[config.mk]
export PLATFORM = sky130hd
export DESIGN_NAME = seq_cone_monitor
export DESIGN_NICKNAME = d
export VERILOG_FILES = /design/src/rtl/seq_cone_monitor.sv
export SDC_FILE = /design/constraint.sdc
export NUM_CORES = 1
export LEC_CHECK = 0
export CORE_UTILIZATION = 30
export CTS_CLUSTER_SIZE = 8
export DETAILED_ROUTE_END_ITERATION = 8
export PLACE_DENSITY = 0.59
export SETUP_SLACK_MARGIN = 0.15
export SKIP_CTS_REPAIR_TIMING = 1
export SLEW_MARGIN = 20
export SYNTH_ARGS = -nofsm -noshare
export SYNTH_HDL_FRONTEND = slang
export SYNTH_SLANG_ARGS = --single-unit
[constraint.sdc]
create_clock -name blk_clk -period 4 [get_ports blk_clk]
set_input_delay 0.6 -clock blk_clk [delete_from_list [all_inputs] [get_ports blk_clk]]
set_output_delay 0.6 -clock blk_clk [all_outputs]
set_load 0.01 [all_outputs]
[src/rtl/seq_cone_monitor.sv]
// Pipelined per-channel boolean function with a consecutive
// all-ones match counter and a sticky threshold trigger.
module seq_cone_monitor #(
  parameter int WIDTH = 4,
  parameter int DEPTH = 2,
  parameter int CNT_W = 4
) (
  input  logic             blk_clk,
  input  logic             blk_rst,
  input  logic             in_en,
  input  logic [WIDTH-1:0] in_a,
  input  logic [WIDTH-1:0] in_b,
  input  logic [WIDTH-1:0] in_c,
  input  logic [1:0]       mode,
  input  logic [CNT_W-1:0] thresh,
  input  logic             trig_clr,
  output logic [WIDTH-1:0] out_q,
  output logic             out_vld,
  output logic             trig,
  output logic [CNT_W-1:0] match_cnt
);

  localparam logic [CNT_W-1:0] CNT_MAX = '1;

  logic [WIDTH-1:0] f;
  logic [DEPTH-1:0][WIDTH-1:0] dat_q, dat_d;
  logic [DEPTH-1:0] vld_q, vld_d;
  logic [CNT_W-1:0] cnt_q, cnt_d;
  logic trig_q, trig_d;
  logic match;

  always_comb begin
    f = '0;
    case (mode)
      2'b00:   f = in_a & in_b;
      2'b01:   f = ~(in_a | in_b);
      2'b10:   f = in_a ^ in_c;
      default: f = (in_a & in_b) | ~in_c;
    endcase
  end

  // Stage 0 holds its last sample while idle, so the tail of the
  // pipe keeps showing the last valid result through bubbles.
  always_comb begin
    dat_d = dat_q;
    vld_d = vld_q;
    dat_d[0] = in_en ? f : dat_q[0];
    vld_d[0] = in_en;
    for (int i = 1; i < DEPTH; i++) begin
      dat_d[i] = dat_q[i-1];
      vld_d[i] = vld_q[i-1];
    end
  end

  assign out_q   = dat_q[DEPTH-1];
  assign out_vld = vld_q[DEPTH-1];
  assign match   = out_vld & (&out_q);

  always_comb begin
    cnt_d = cnt_q;
    if (trig_clr) begin
      cnt_d = '0;
    end else if (match) begin
      if (cnt_q != CNT_MAX) cnt_d = cnt_q + 1'b1;
    end else if (out_vld) begin
      cnt_d = '0;
    end
  end

  always_comb begin
    trig_d = trig_q;
    if (trig_clr) begin
      trig_d = 1'b0;
    end else if ((thresh != '0) && (cnt_d >= thresh)) begin
      trig_d = 1'b1;
    end
  end

  always_ff @(posedge blk_clk or posedge blk_rst) begin
    if (blk_rst) begin
      dat_q  <= '0;
      vld_q  <= '0;
      cnt_q  <= '0;
      trig_q <= 1'b0;
    end else begin
      dat_q  <= dat_d;
      vld_q  <= vld_d;
      cnt_q  <= cnt_d;
      trig_q <= trig_d;
    end
  end

  assign trig      = trig_q;
  assign match_cnt = cnt_q;

endmodule

## After elaboration in Yosys (flattened, before gate mapping)

Index checks and enable logic that the tools add are counted.

| operators by class | value |
|---|---|
| equal/unequal tests | 3 |
| muxes and demuxes | 7 |
| $lt $le $gt $ge | 1 |
| bitwise operators | 7 |
| add/subtract/negate cells | 1 |
| reduce and logical (&&, ||, !) cells | 5 |

Operator list:

| kind | count |
|---|---|
| 4-bit 2-to-1 mux | 4 |
| 4-bit one-hot mux with 3 select lines | 1 |
| 4-bit inverter | 2 |
| 4-bit OR | 2 |
| 4-bit by 1-bit adder with 4-bit output (second input constant) | 1 |
| 4-bit AND | 1 |
| 4-bit greater-or-equal comparator | 1 |
| 4-bit != test (second input constant) | 1 |
| 4-bit AND reduction | 1 |
| 4-bit nonzero test | 1 |
| 4-bit XOR | 1 |
| 2-bit by 1-bit equality test with 1-bit output (second input constant) | 1 |
| 2-bit equality test (second input constant) | 1 |
| 2-bit logical NOT | 1 |
| 1-bit 2-to-1 mux | 2 |
| 2-bit nonzero test | 1 |
| 1-bit AND | 1 |
| 1-bit logical AND | 1 |

| word-level totals | value |
|---|---|
| output and inout bits | 10 |
| bits in registers | 15 |

## Longest topological paths before layout

| depth | value |
|---|---|
| depth after elaboration | 8 |
| depth in mapped cells | 10 |
| gate-level depth less buffers | 10 |

## Least setup slack after synthesis

No wires, ideal clock.

| path | value |
|---|---|
| path kind | register to register |
| from | register cnt_q[0], in the netlist match_cnt[0] |
| to | register trig_q, in the netlist trig |
| path slack | 1952 ps |
| arrival time | 1944 ps |
| stages on the path, launching flop included | 11 |
| buffers on the path | 0 |
| library setup time | 104 ps |
| cell sequence | dfrtp_1 > ha_1 > nand3_1 > and3_1 > mux2i_1 > or2_1 > ha_1 > nand2b_1 > a21o_1 > nand3_1 > a221oi_1 |

| between the ends | value |
|---|---|
| longest elaborated chain between the ends | 7 |

Ends and longest elaborated chain:

| item | RTL line | text |
|---|---|---|
| start, declared | 28 | `logic [CNT_W-1:0] cnt_q, cnt_d;` |
| start signal, assigned | 88 | `cnt_q <= cnt_d;` |
| 4-bit by 1-bit adder with 4-bit output / 4-bit != test (equally long branches) | 64 | `if (cnt_q != CNT_MAX) cnt_d = cnt_q + 1'b1;` |
| 4-bit 2-to-1 mux | 64 |  |
| 4-bit 2-to-1 mux (*) | 63 | `end else if (match) begin` |
| 4-bit 2-to-1 mux (*) | 61 | `if (trig_clr) begin` |
| 4-bit greater-or-equal comparator (*) | 74 | `end else if ((thresh != '0) && (cnt_d >= thresh)) begin` |
| 1-bit logical AND (*) | 74 |  |
| 2-bit nonzero test (no source line) (*) | -- |  |
| end signal, assigned | 89 | `trig_q <= trig_d;` |
| end, declared | 29 | `logic trig_q, trig_d;` |

Every way passes the cells marked *; elsewhere a longest branch is shown, timed or not.
A chain may end at the register's enable or synchronous reset.

## Worst setup path in the final report

Same ends and word-level chain as after synthesis.

==> impl_metrics.tcl <==
set metrics [dict create \
    diodes 0 \
    power_density_mw_per_mm2 271 \
    fin_nets 143 \
    globalRouteTotalUtil_pct 12.9 \
    clk_pin_slew_ns 0.09 \
    drtIter0Drc 9 \
    layout-drive-gt1-share_pct 5.22 \
    wirelength_um 1880 \
    antenna_left 0 \
    synth_cell_types 33 \
    hold_end "vld_q[1]" \
    worstSetupPathType "reg2reg" \
    numClockSinks 15 \
    setup_violations 0 \
    setup-tns-final_ns 0 \
    antenna_found_initial 0 \
    htreeDepth 1 \
    die_area_sq_mm 0.00306 \
    rsz0062_at_grt "no" \
    cts_buffer_depth 2 \
    mostFrequentLayoutCell "clkdlybuf4s50_1" \
    maxSlewHeadroom_pct 62.9 \
    crit_arrival_ns 2.39 \
    crit_fanout 5 \
    synth_area_sq_um 853 \
    syn_nets 108 \
    max-vdd-ir-drop_uv 118 \
    cts_made_buffers 3 \
    post-dp-hpwl_um 1540 \
    pin_count 32 \
    place.gp.congestion 0.757 \
    fp.dieH_um 55.3 \
    hold_viol 0 \
    syn2layout_area_growth_pct 42.7 \
    fin_area_sq_mm 0.00122 \
    reg2reg_slack_ns 1.79 \
    startpoint "match_cnt[0]" \
    finalCritPeriodShare_pct 55.3 \
    outcome "completed" \
    initial_utilization_pct 32.9 \
    required_ns 4.17 \
    fill_cells 272 \
    holdWs_ns 0.358 \
    worstMarginPinSlew_ns 0.556 \
    place_area_sq_mm 0.00119 \
    r2r_cells 10 \
    die-width_um 55.3 \
    p_total_uw 330 \
    ys_warn_count 0 \
    vias 811 \
    coreArea_sq_mm 0.00259 \
    rr_endpoint "trig" \
    routedWlPerCell_um 13.0 \
    min-delay-start "vld_q[0]" \
    critPathLaunchType "register" \
    grt_pass1_vias 811 \
    r2r-start "match_cnt[0]" \
    hold_class "reg2reg" \
    drv_slew 0 \
    drc 0 \
    syn_area_per_cell_sq_um 10.5 \
    cts_tree "built" \
    grt-ovfl-total 0 \
    netlist_instances 81 \
    fin_skew_ns 0.00325 \
    final_cell_mix "clkdlybuf4s50_1, dfrtp_1, nand3_1" \
    root_buffer "clkbuf_4" \
    crit_path_end_kind "register" \
    rows 18 \
    drt_pass1_iterations 4 \
    grt_max_degree 16 \
    maxCapViolCount 0 \
    fin_util_pct 47.0 \
    synth.ff_latch_count 15 \
    io_buffers 31 \
    clk-insertion-delay-late_ns 0.28 \
    min_period_ns 2.21 \
    p_leak_nw 0.494 \
    min_path_cells 0 \
    fmax_mhz 452 \
    via_per_inst 5.59 \
    grt_pass1_wl_um 3190 \
    yosysSeqAreaShare_pct 44.0 \
]
worst max path at each step:
stage,end,slack [ns],cells past startpoint
finish,trig,1.79,10
global route,trig,1.59,10
CTS,trig,1.79,10
detailed placement,trig,1.71,7
global placement,trig,1.80,7
floorplan,trig,1.95,10
logic make-up (layout without fill, tap and decap cells):
group           Yosys count  in the layout  synth area share (%)
fa+ha+maj                 5              5                  7.33
buf+inv                   5             39                  3.08
flops                    15             15                  44.0
mux                       1              1                  1.17
simple gates             25             25                  17.7
compound gates           30             30                  26.7
worst max-delay path, cell delays in order, from the launching register on:
cell and delay (ns):
dfrtp_1 0.45, ha_1 0.27, nand3_1 0.11, and3_1 0.18, mux2i_1 0.09, or2_1 0.22, ha_1 0.27, nand2b_1 0.10
a21o_1 0.11, nand3_1 0.07, a221oi_1 0.25
final cells by class:
type / instances / area, sq um / share of cell area, %
clock buffers: 3 / 22.5 / 1.85
well taps: 30 / 37.5 / 3.08
repair buffers: 31 / 310 / 25.5
multi-input cells: 61 / 452 / 37.1
inverters: 4 / 15.0 / 1.23
clock inverters: 1 / 5.00 / 0.411
flip-flops and latches: 15 / 375 / 30.8
state kept, by name, indices dropped and copies added (netlist names):
| register | count |
|---|---|
| dat_d | 4 |
| vld_q | 2 |
| trig | 1 |
| out_q | 4 |
| match_cnt | 4 |
synthesized netlist by cell type:
cell type  count  share of area, %
dfrtp_1       15                44
nand3_1        6               3.5
ha_1           5               7.3
inv_1          4               1.8
nor2_1         4               1.8
nor2b_1        4               2.9
a211oi_1       3               2.6
a21boi_0       3               2.6
a32oi_1        3               3.1
o21bai_1       3               2.6
o22a_1         3               3.1
o311ai_1       3               3.1
a2bb2oi_1      2               2.1
nand2b_1       2               1.5
o21ai_0        2               1.2
o21ai_1        2               1.2
a21o_1         1              0.88
a21oi_1        1              0.59
a221oi_1       1               1.0
a22oi_1        1              0.88
a31oi_1        1              0.73
a41oi_1        1               1.0
and3_1         1              0.73
and3b_1        1               1.0
and4_1         1               1.0
buf_6          1               1.3
mux2i_1        1               1.2
nand2_1        1              0.44
nand2b_2       1               1.0
nand4_1        1              0.73
nor2b_4        1               1.6
nor4_1         1              0.73
or2_1          1              0.73
metal layers:
| metal | routed length (um) | GRT usage, % | share of wire (%) | vias up |
|---|---|---|---|---|
| met1 | 776 | 12.0 | 41 | 388 |
| li1 | - | - | - | 386 |
| met5 | 0 | 0 | 0 | - |
| met4 | 38 | 6.43 | 2.0 | 0 |
| met2 | 949 | 25.3 | 51 | 31 |
| met3 | 114 | 3.51 | 6.1 | 6 |
report_power, final:
part           internal [mW]  total (mW)  leakage [nW]  switching, mW
Sequential             0.163       0.172         0.185        0.00883
Clock                 0.0371      0.0841        0.0177         0.0471
Combinational         0.0444      0.0736         0.292         0.0292
Total                  0.245       0.330         0.494         0.0851
metrics by stage:
step	cells	setup slack, ns
after floorplan	81	1.95
after global placement	141	1.80
after detailed placement	141	1.71
after CTS	145	1.79
after global routing	145	1.59
final	145	1.79
No activity file was read; power rests on OpenSTA's default activity.
